`src/rtl/cp0_exception_commit.sv`:
```
// CP0 register bank and exception commit for the MEM stage: EPC/Cause/Status/BadVAddr
// side effects, redirect PC generation, MTC0/MFC0, and the optional CP0_TIMER_INT_EN timer.
package cp0_pkg;
    typedef struct packed {
        logic Interrupt;
        logic WrongAddressinIF;
        logic TLBRefill;
        logic TLBInvalid;
        logic ReservedInstruction;
        logic Overflow;
        logic Trap;
        logic Syscall;
        logic Break;
        logic RdWrongAddressinMEM;
        logic WrWrongAddressinMEM;
        logic TLBModified;
    } ExceptinPipeType;

    localparam logic [1:0] IsNone      = 2'd0;
    localparam logic [1:0] IsException = 2'd1;
    localparam logic [1:0] IsEret      = 2'd2;
    localparam logic [1:0] IsRefetch   = 2'd3;
endpackage

module cp0_exception_commit
    import cp0_pkg::*;
#(
    parameter logic [31:0] EXC_VEC_BEV  = 32'hBFC0_0380,
    parameter logic [31:0] EXC_VEC_NORM = 32'h8000_0180
) (
    input  logic            clk,
    input  logic            rst,
    input  ExceptinPipeType MEM_ExceptType_final,
    input  logic [1:0]      IsExceptionOrEret,
    input  logic [31:0]     MEM_PC,
    input  logic            MEM_IsInDelaySlot,
    input  logic            MEM_IsStore,
    input  logic [31:0]     MEM_DataAddr,
    input  logic [5:0]      Ext_Int,
    input  logic            CP0_WrEn,
    input  logic [4:0]      CP0_WrAddr,
    input  logic [31:0]     CP0_WrData,
    input  logic [4:0]      CP0_RdAddr,
    output logic [31:0]     CP0_RdData,
    output logic [31:0]     CP0_Status,
    output logic [31:0]     CP0_Cause,
    output logic [31:0]     CP0_EPC,
    output logic [31:0]     Exc_NPC
);
    localparam logic [4:0] ADDR_BADVADDR = 5'd8;
    localparam logic [4:0] ADDR_COUNT    = 5'd9;
    localparam logic [4:0] ADDR_COMPARE  = 5'd11;
    localparam logic [4:0] ADDR_STATUS   = 5'd12;
    localparam logic [4:0] ADDR_CAUSE    = 5'd13;
    localparam logic [4:0] ADDR_EPC      = 5'd14;

    logic        status_bev;
    logic [7:0]  status_im;
    logic        status_exl;
    logic        status_ie;
    logic        cause_bd;
    logic [5:0]  cause_ip_hw;
    logic [1:0]  cause_ip_sw;
    logic [4:0]  cause_exccode;
    logic [31:0] epc;
    logic [31:0] badvaddr;
    logic [31:0] count;
    logic [31:0] compare;
    logic        ti;

    logic        exc_commit;
    logic        eret_commit;
    logic        mtc0_en;
    logic [4:0]  exc_code;
    logic        badv_we;
    logic        badv_from_pc;
    logic        is_refill;
    logic [31:0] vec_base;

    assign exc_commit  = (IsExceptionOrEret == IsException);
    assign eret_commit = (IsExceptionOrEret == IsEret);
    // The pipeline flushes an MTC0 that collides with a commit, so its write is dropped here.
    assign mtc0_en     = CP0_WrEn & ~exc_commit & ~eret_commit;
    assign vec_base    = status_bev ? EXC_VEC_BEV : EXC_VEC_NORM;

    always_comb begin
        exc_code     = 5'h00;
        badv_we      = 1'b0;
        badv_from_pc = 1'b0;
        is_refill    = 1'b0;
        if (MEM_ExceptType_final.Interrupt) begin
            exc_code = 5'h00;
        end else if (MEM_ExceptType_final.WrongAddressinIF) begin
            exc_code     = 5'h04;
            badv_we      = 1'b1;
            badv_from_pc = 1'b1;
        end else if (MEM_ExceptType_final.TLBRefill | MEM_ExceptType_final.TLBInvalid) begin
            exc_code  = MEM_IsStore ? 5'h03 : 5'h02;
            badv_we   = 1'b1;
            is_refill = MEM_ExceptType_final.TLBRefill;
        end else if (MEM_ExceptType_final.ReservedInstruction) begin
            exc_code = 5'h0A;
        end else if (MEM_ExceptType_final.Overflow) begin
            exc_code = 5'h0C;
        end else if (MEM_ExceptType_final.Trap) begin
            exc_code = 5'h0D;
        end else if (MEM_ExceptType_final.Syscall) begin
            exc_code = 5'h08;
        end else if (MEM_ExceptType_final.Break) begin
            exc_code = 5'h09;
        end else if (MEM_ExceptType_final.RdWrongAddressinMEM) begin
            exc_code = 5'h04;
            badv_we  = 1'b1;
        end else if (MEM_ExceptType_final.WrWrongAddressinMEM) begin
            exc_code = 5'h05;
            badv_we  = 1'b1;
        end else if (MEM_ExceptType_final.TLBModified) begin
            exc_code = 5'h01;
            badv_we  = 1'b1;
        end
    end

    always_comb begin
        Exc_NPC = 32'h0;
        if (rst) begin
            case (IsExceptionOrEret)
                IsException: Exc_NPC = (is_refill && !status_exl) ? vec_base - 32'h180 : vec_base;
                IsEret:      Exc_NPC = epc;
                IsRefetch:   Exc_NPC = MEM_PC;
                default:     Exc_NPC = 32'h0;
            endcase
        end
    end

    always_ff @(posedge clk) begin
        if (!rst) begin
            status_bev <= 1'b1;
            status_im  <= 8'h0;
            status_exl <= 1'b0;
            status_ie  <= 1'b0;
        end else begin
            if (mtc0_en && CP0_WrAddr == ADDR_STATUS) begin
                status_bev <= CP0_WrData[22];
                status_im  <= CP0_WrData[15:8];
                status_exl <= CP0_WrData[1];
                status_ie  <= CP0_WrData[0];
            end
            if (exc_commit)
                status_exl <= 1'b1;
            else if (eret_commit)
                status_exl <= 1'b0;
        end
    end

    always_ff @(posedge clk) begin
        if (!rst) begin
            cause_bd      <= 1'b0;
            cause_ip_hw   <= 6'h0;
            cause_ip_sw   <= 2'h0;
            cause_exccode <= 5'h0;
            epc           <= 32'h0;
            badvaddr      <= 32'h0;
        end else begin
            cause_ip_hw <= {Ext_Int[5] | ti, Ext_Int[4:0]};
            if (mtc0_en && CP0_WrAddr == ADDR_CAUSE)
                cause_ip_sw <= CP0_WrData[9:8];
            if (mtc0_en && CP0_WrAddr == ADDR_EPC)
                epc <= CP0_WrData;
            if (exc_commit) begin
                cause_exccode <= exc_code;
                // A nested exception keeps the original return point.
                if (!status_exl) begin
                    cause_bd <= MEM_IsInDelaySlot;
                    epc      <= MEM_IsInDelaySlot ? MEM_PC - 32'd4 : MEM_PC;
                end
                if (badv_we)
                    badvaddr <= badv_from_pc ? MEM_PC : MEM_DataAddr;
            end
        end
    end

`ifdef CP0_TIMER_INT_EN
    logic presc;

    always_ff @(posedge clk) begin
        if (!rst) begin
            count   <= 32'h0;
            compare <= 32'h0;
            presc   <= 1'b0;
            ti      <= 1'b0;
        end else begin
            if (mtc0_en && CP0_WrAddr == ADDR_COUNT) begin
                count <= CP0_WrData;
                presc <= 1'b0;
            end else begin
                presc <= ~presc;
                if (presc)
                    count <= count + 32'd1;
            end
            // A Compare write acknowledges the timer and beats a simultaneous match.
            if (mtc0_en && CP0_WrAddr == ADDR_COMPARE) begin
                compare <= CP0_WrData;
                ti      <= 1'b0;
            end else if (count == compare) begin
                ti <= 1'b1;
            end
        end
    end
`else
    assign count   = 32'h0;
    assign compare = 32'h0;
    assign ti      = 1'b0;
`endif

    assign CP0_Status = {9'h0, status_bev, 6'h0, status_im, 6'h0, status_exl, status_ie};
    assign CP0_Cause  = {cause_bd, ti, 14'h0, cause_ip_hw, cause_ip_sw, 1'b0, cause_exccode, 2'b00};
    assign CP0_EPC    = epc;

    always_comb begin
        case (CP0_RdAddr)
            ADDR_BADVADDR: CP0_RdData = badvaddr;
            ADDR_COUNT:    CP0_RdData = count;
            ADDR_COMPARE:  CP0_RdData = compare;
            ADDR_STATUS:   CP0_RdData = CP0_Status;
            ADDR_CAUSE:    CP0_RdData = CP0_Cause;
            ADDR_EPC:      CP0_RdData = epc;
            default:       CP0_RdData = 32'h0;
        endcase
    end
endmodule
```
`config.mk`:
```
export PLATFORM = sky130hd
export DESIGN_NAME = cp0_exception_commit
export DESIGN_NICKNAME = d
export VERILOG_FILES = /design/src/rtl/cp0_exception_commit.sv
export SDC_FILE = /design/constraint.sdc
export NUM_CORES = 1
export LEC_CHECK = 0
export BUFFER_PORTS_ARGS = -buffer_cell sky130_fd_sc_hd__buf_2
export CAP_MARGIN = 10
export CORE_AREA = 2 2 114 116
export DETAILED_ROUTE_END_ITERATION = 8
export DIE_AREA = 0 0 116 118
export GPL_ROUTABILITY_DRIVEN = 0
export HOLD_SLACK_MARGIN = 0.12
export PLACE_DENSITY = 0.86
export SYNTH_ARGS = -nofsm -noshare
export SYNTH_HDL_FRONTEND = slang
export SYNTH_SLANG_ARGS = --single-unit
```
`constraint.sdc`:
```
create_clock -name clk -period 6 [get_ports clk]
set_clock_uncertainty 0.1 [all_clocks]
set_input_delay 0.9 -clock clk [delete_from_list [all_inputs] [get_ports clk]]
set_output_delay 0.9 -clock clk [all_outputs]
set_load 0.05 [all_outputs]
```
Word-level counts from Yosys, hierarchy flattened:

Index checks and enable logic that the tools add are counted.

* register bits after elaboration: 89
* input port bits: 131
* logic and storage cells: 77

* $add $sub $neg: 2
* eq/ne operators: 10
* muxes and demuxes: 41
* bitwise gates (word level): 6
* reduce and logical (&&, ||, !) cells: 8

Operators with widths (count)
* $mux 32: 7
* $pmux 32 s4: 1
* $pmux 32 s3: 1
* $eq 5x4->1 const B: 7
* $mux 4: 8
* $sub 32x3->32 const B: 1
* $sub 32x9->32 const B: 1
* $mux 30: 1
* $mux 1: 21
* $mux 3: 2
* $eq 2x2->1 const B: 2
* $logic_and 1x1->1: 4
* $reduce_and 2->1: 2
* $not 1->1: 3
* $reduce_bool 3->1: 1
* $and 1x1->1: 2
* $eq 2x1->1 const B: 1
* $logic_not 1->1: 1
* $or 1x1->1: 1

Logic depth before layout (Yosys ltp):

* depth after elaboration: 12
* depth in mapped cells: 9
* depth with buffers taken out: 7

Least setup slack after synthesis:

No wires, ideal clock.

* path kind: input-to-output
* start: input port IsExceptionOrEret[0]
* end: output port Exc_NPC[31]
* arrival time: 2578 ps
* path slack: 2422 ps
* cell stages on the path: 5
* path buffers: 1
* cell sequence: inv_1 ha_1 clkbuf_1 a221oi_1 nor3b_1

* cells in the longest elaborated chain, start to end: 3
* elaborated cells on any way between the ends: 5
* classes of those cells: eq/ne (3); mux (2)

RTL lines
* start, declared: RTL line 34 `input logic [1:0] IsExceptionOrEret,`
* $eq 2x2->1 or $eq 2x1->1 (tied branches): RTL line 126 `case (IsExceptionOrEret)`
* $pmux 32 s3 (*): RTL line 126
* $mux 32 (*): RTL line 125 `if (rst) begin`
* end, declared: RTL line 48 `output logic [31:0] Exc_NPC`

Every way passes the cells marked *; elsewhere a longest branch is shown, timed or not.

Final worst setup path:

* start: input port CP0_RdAddr[4]
* end: output port CP0_RdData[15]

* cells in the longest elaborated chain, start to end: 2
* elaborated cells on any way between the ends: 5
* classes of those cells: eq/ne (4); mux (1)

RTL lines
* start, declared: RTL line 43 `input logic [4:0] CP0_RdAddr,`
* $eq 5x4->1: RTL line 220 `case (CP0_RdAddr)`
* $pmux 32 s4 (*): RTL line 220
* end, declared: RTL line 44 `output logic [31:0] CP0_RdData,`

Marks and branches as above.

==> flow_metrics.py <==
metrics = {
    "drt": {
        "remaining_drc_errors": 0,
        "via_per_inst": 5.637,
        "dr_total_vias": 6032,
        "firstDrtPassIters": 7,
        "wire_per_inst_um": 17.79,
        "antenna_left": 0,
        "first_iter_violations": 466,
        "wirelength_um": 19040,
    },
    "cts": {
        "clk-insertion-delay-late_ns": 0.34,
        "htree_levels": 3,
        "cts_buffers": 9,
        "cts.clk_slew.worst_paths_ns": 0.06,
        "cts_sinks": 88,
        "cts_resized": 0,
        "cts_hold_buf": 0,
        "ctsLongestPathBuffers": 2,
        "cts_setup_buffers": 0,
        "cts_tree": "done",
        "clk_root_buffer_cell": "clkbuf_16",
    },
    "worst_setup_path": {
        "cp.arrival_ns": 3.08,
        "cp.depth": 7,
        "critPathMaxStageDelay_ns": 0.85,
        "worstSetupPathType": "in -> out",
        "crit_family": "simple AND/OR/NAND/NOR gates",
        "r2r_cells": 5,
        "crit_chain": "buf_2 > nand3b_1 > nor3b_2 > buf_4 > a22oi_1 > nand2_1 > buf_2",
        "crit_buf_inv": 3,
        "slowest_stage": "nor3b_2",
        "cp.required_ns": 5.00,
        "path_max_fanout": 20,
        "path_common_cell": "buf_2",
        "cp-start-kind": "primary input",
        "worstSetupEndpointType": "output port",
    },
    "logic_synthesis": {
        "synth_top_area_share": 0.3063,
        "syn_inst": 685,
        "seq_area_frac_synth": 0.3063,
        "syn_area_um2": 5752,
        "ys.flop_type": "dfxtp_1",
        "synth_warnings": 0,
        "synthTopCellsByArea": "dfxtp_1, mux2i_1, a22oi_1",
        "syn_area_per_cell_um2": 8.397,
        "synth_most_common_cell": "dfxtp_1",
        "synthArstFlopShare": 0,
        "yosys.area.top_type": "dfxtp_1",
        "synth_common_cells": "dfxtp_1, nand2_1, mux2i_1",
        "synth-seq-cells": 88,
        "synth.distinct_cells": 48,
        "synth_edf_count": 0,
    },
    "placement": {
        "port_buffers": 250,
        "place.detailed.hpwl_um": 13540,
        "post_dp_cell_area_um2": 6914,
        "place_ws_ns": 1.933,
        "place_inst": 1054,
    },
    "floorplanning": {
        "die-area_um2": 13690,
        "core_area_um2": 12410,
        "start_util": 0.4633,
        "dieWidth_um": 116,
        "die_h_um": 118,
        "ios": 291,
        "num_rows": 41,
    },
    "cells_and_area": {
        "fin_nets": 1031,
        "final_cells": 1070,
        "postLayoutCellArea_um2": 7208,
        "diodes": 0,
        "area_delta_synth_final_pct": 25.32,
        "drive_gt1_frac": 0.3452,
        "fillerInstances": 1163,
    },
    "sta": {
        "slew_viol_final": 0,
        "hold_viol": 0,
        "min_period_ns": 4.081,
        "fmax_mhz": 245.1,
        "setup_viol": 0,
        "finalCritPeriodShare": 0.6801,
        "max-slew-margin-rel": 0.1877,
        "tightest_slew_ns": 1.213,
        "fin_ws_ns": 1.919,
        "tns_ns": 0,
        "rsz0062_at_grt": "no",
    },
    "global_routing": {
        "grt_first_pass_wirelength_um": 28960,
        "grt_usage": 0.2671,
        "grt_antenna_before_repair": 0,
        "grt_pass1_vias": 5663,
        "grt_overflow_total": 0,
        "grt_max_degree": 89,
    },
    "flow_run": {
        "drv_cap": 0,
    },
    "hold_path": {
        "hold_path_class": "reg -> reg",
        "min_path_cells": 1,
    },
    "pwr": {
        "powerDensity_nw_per_um2": 221.1,
        "ir_drop_uv": 116.7,
        "leakage_nw": 3.921,
    },
    "run_status": {
        "outcome": "finished, final reports clean",
    },
}
==> stage by stage <==
| stage | hold slack, ns | util | total power, mW |
|---|---|---|---|
| 2_1_floorplan | 0.3565 | - | 0.9715 |
| 3_3_place_gp | 0.3810 | 0.5569 | 1.074 |
| 3_5_place_dp | 0.3865 | 0.5569 | 1.080 |
| 4_1_cts | 0.4009 | 0.5788 | 1.604 |
| 5_1_grt | 0.4151 | 0.5806 | 1.662 |
| 6_report | 0.3995 | 0.5806 | 1.594 |
==> worst reg2reg max path: stages, from the launching register on <==
cell      delay [ns]
dfxtp_1         0.39
nor2b_4         0.91
nor2_1          0.08
nand2_1         0.10
o311ai_0        0.13
a21oi_1         0.17
==> logic make-up (layout without fill, tap and decap cells) <==
logic type / Yosys count / count (layout) / share of synthesized area
AND/OR/NAND/NOR: 187 / 187 / 0.1623
buffers and inverters: 117 / 291 / 0.1088
AO/OA/AOI/OAI: 187 / 187 / 0.2380
other: 1 / 40 / 0.0006520
multiplexers: 74 / 74 / 0.1336
XOR/XNOR: 26 / 26 / 0.03959
flip-flops: 88 / 88 / 0.3063
adder cells (fa/ha/maj): 5 / 5 / 0.01088
==> cell type report <==
cell class                      instances  area [um2]  share of cell area
Tap cell                              172       215.2             0.02986
Multi-Input combinational cell        519        3558              0.4937
Clock buffer                           10       239.0             0.03315
Timing Repair Buffer                  261        1341              0.1861
Sequential cell                        88        1762              0.2444
Inverter                               16       60.06            0.008332
Clock inverter                          4       32.53            0.004513
==> flip-flops by register name (all words and copies together), names as in the netlist <==
| register | count |
|---|---|
| CP0_EPC | 32 |
| badvaddr | 32 |
| status_im | 8 |
| cause_ip_hw | 6 |
| cause_exccode | 4 |
| cause_ip_sw | 2 |
| cause_bd | 1 |
| status_bev | 1 |
| status_exl | 1 |
| status_ie | 1 |
==> worst paths after layout <==
path / from / endpoint / slack (ns)
hold / removal: badvaddr[28] / badvaddr[28] / 0.40
setup / recovery: CP0_RdAddr[4] / CP0_RdData[15] / 1.92
setup reg to reg: status_exl / CP0_EPC[31] / 4.04
hold reg to reg: badvaddr[28] / badvaddr[28] / 0.40
==> routing by layer <==
layer / track usage / up-vias / share of wire
li1: - / 2830 / -
met3: 0.05304 / 38 / 0.085
met1: 0.3213 / 2849 / 0.40
met4: 0.1094 / 0 / 0.022
met5: 0 / - / 0
met2: 0.4591 / 315 / 0.49
==> report_power, final <==
group | internal [mW] | leakage (nW) | total, mW | switching, mW
Combinational | 0.123 | 3.07 | 0.427 | 0.305
Clock | 0.289 | 0.127 | 0.522 | 0.233
Sequential | 0.616 | 0.720 | 0.644 | 0.0283
Total | 1.03 | 3.92 | 1.59 | 0.566
==> placed cells by master, fill, tap and decap left out, types with 16 or more instances in the layout <==
cell type	count
nor2_1	33
dfxtp_1	88
nand2_1	64
o211a_1	35
nor3_1	18
conb_1	40
a22o_1	16
buf_2	250
mux2i_1	52
mux2_2	22
a21oi_1	39
inv_1	16
xnor2_1	22
o21ai_0	27
a22oi_1	47
Note: power is estimated with default switching activity, not from simulation.
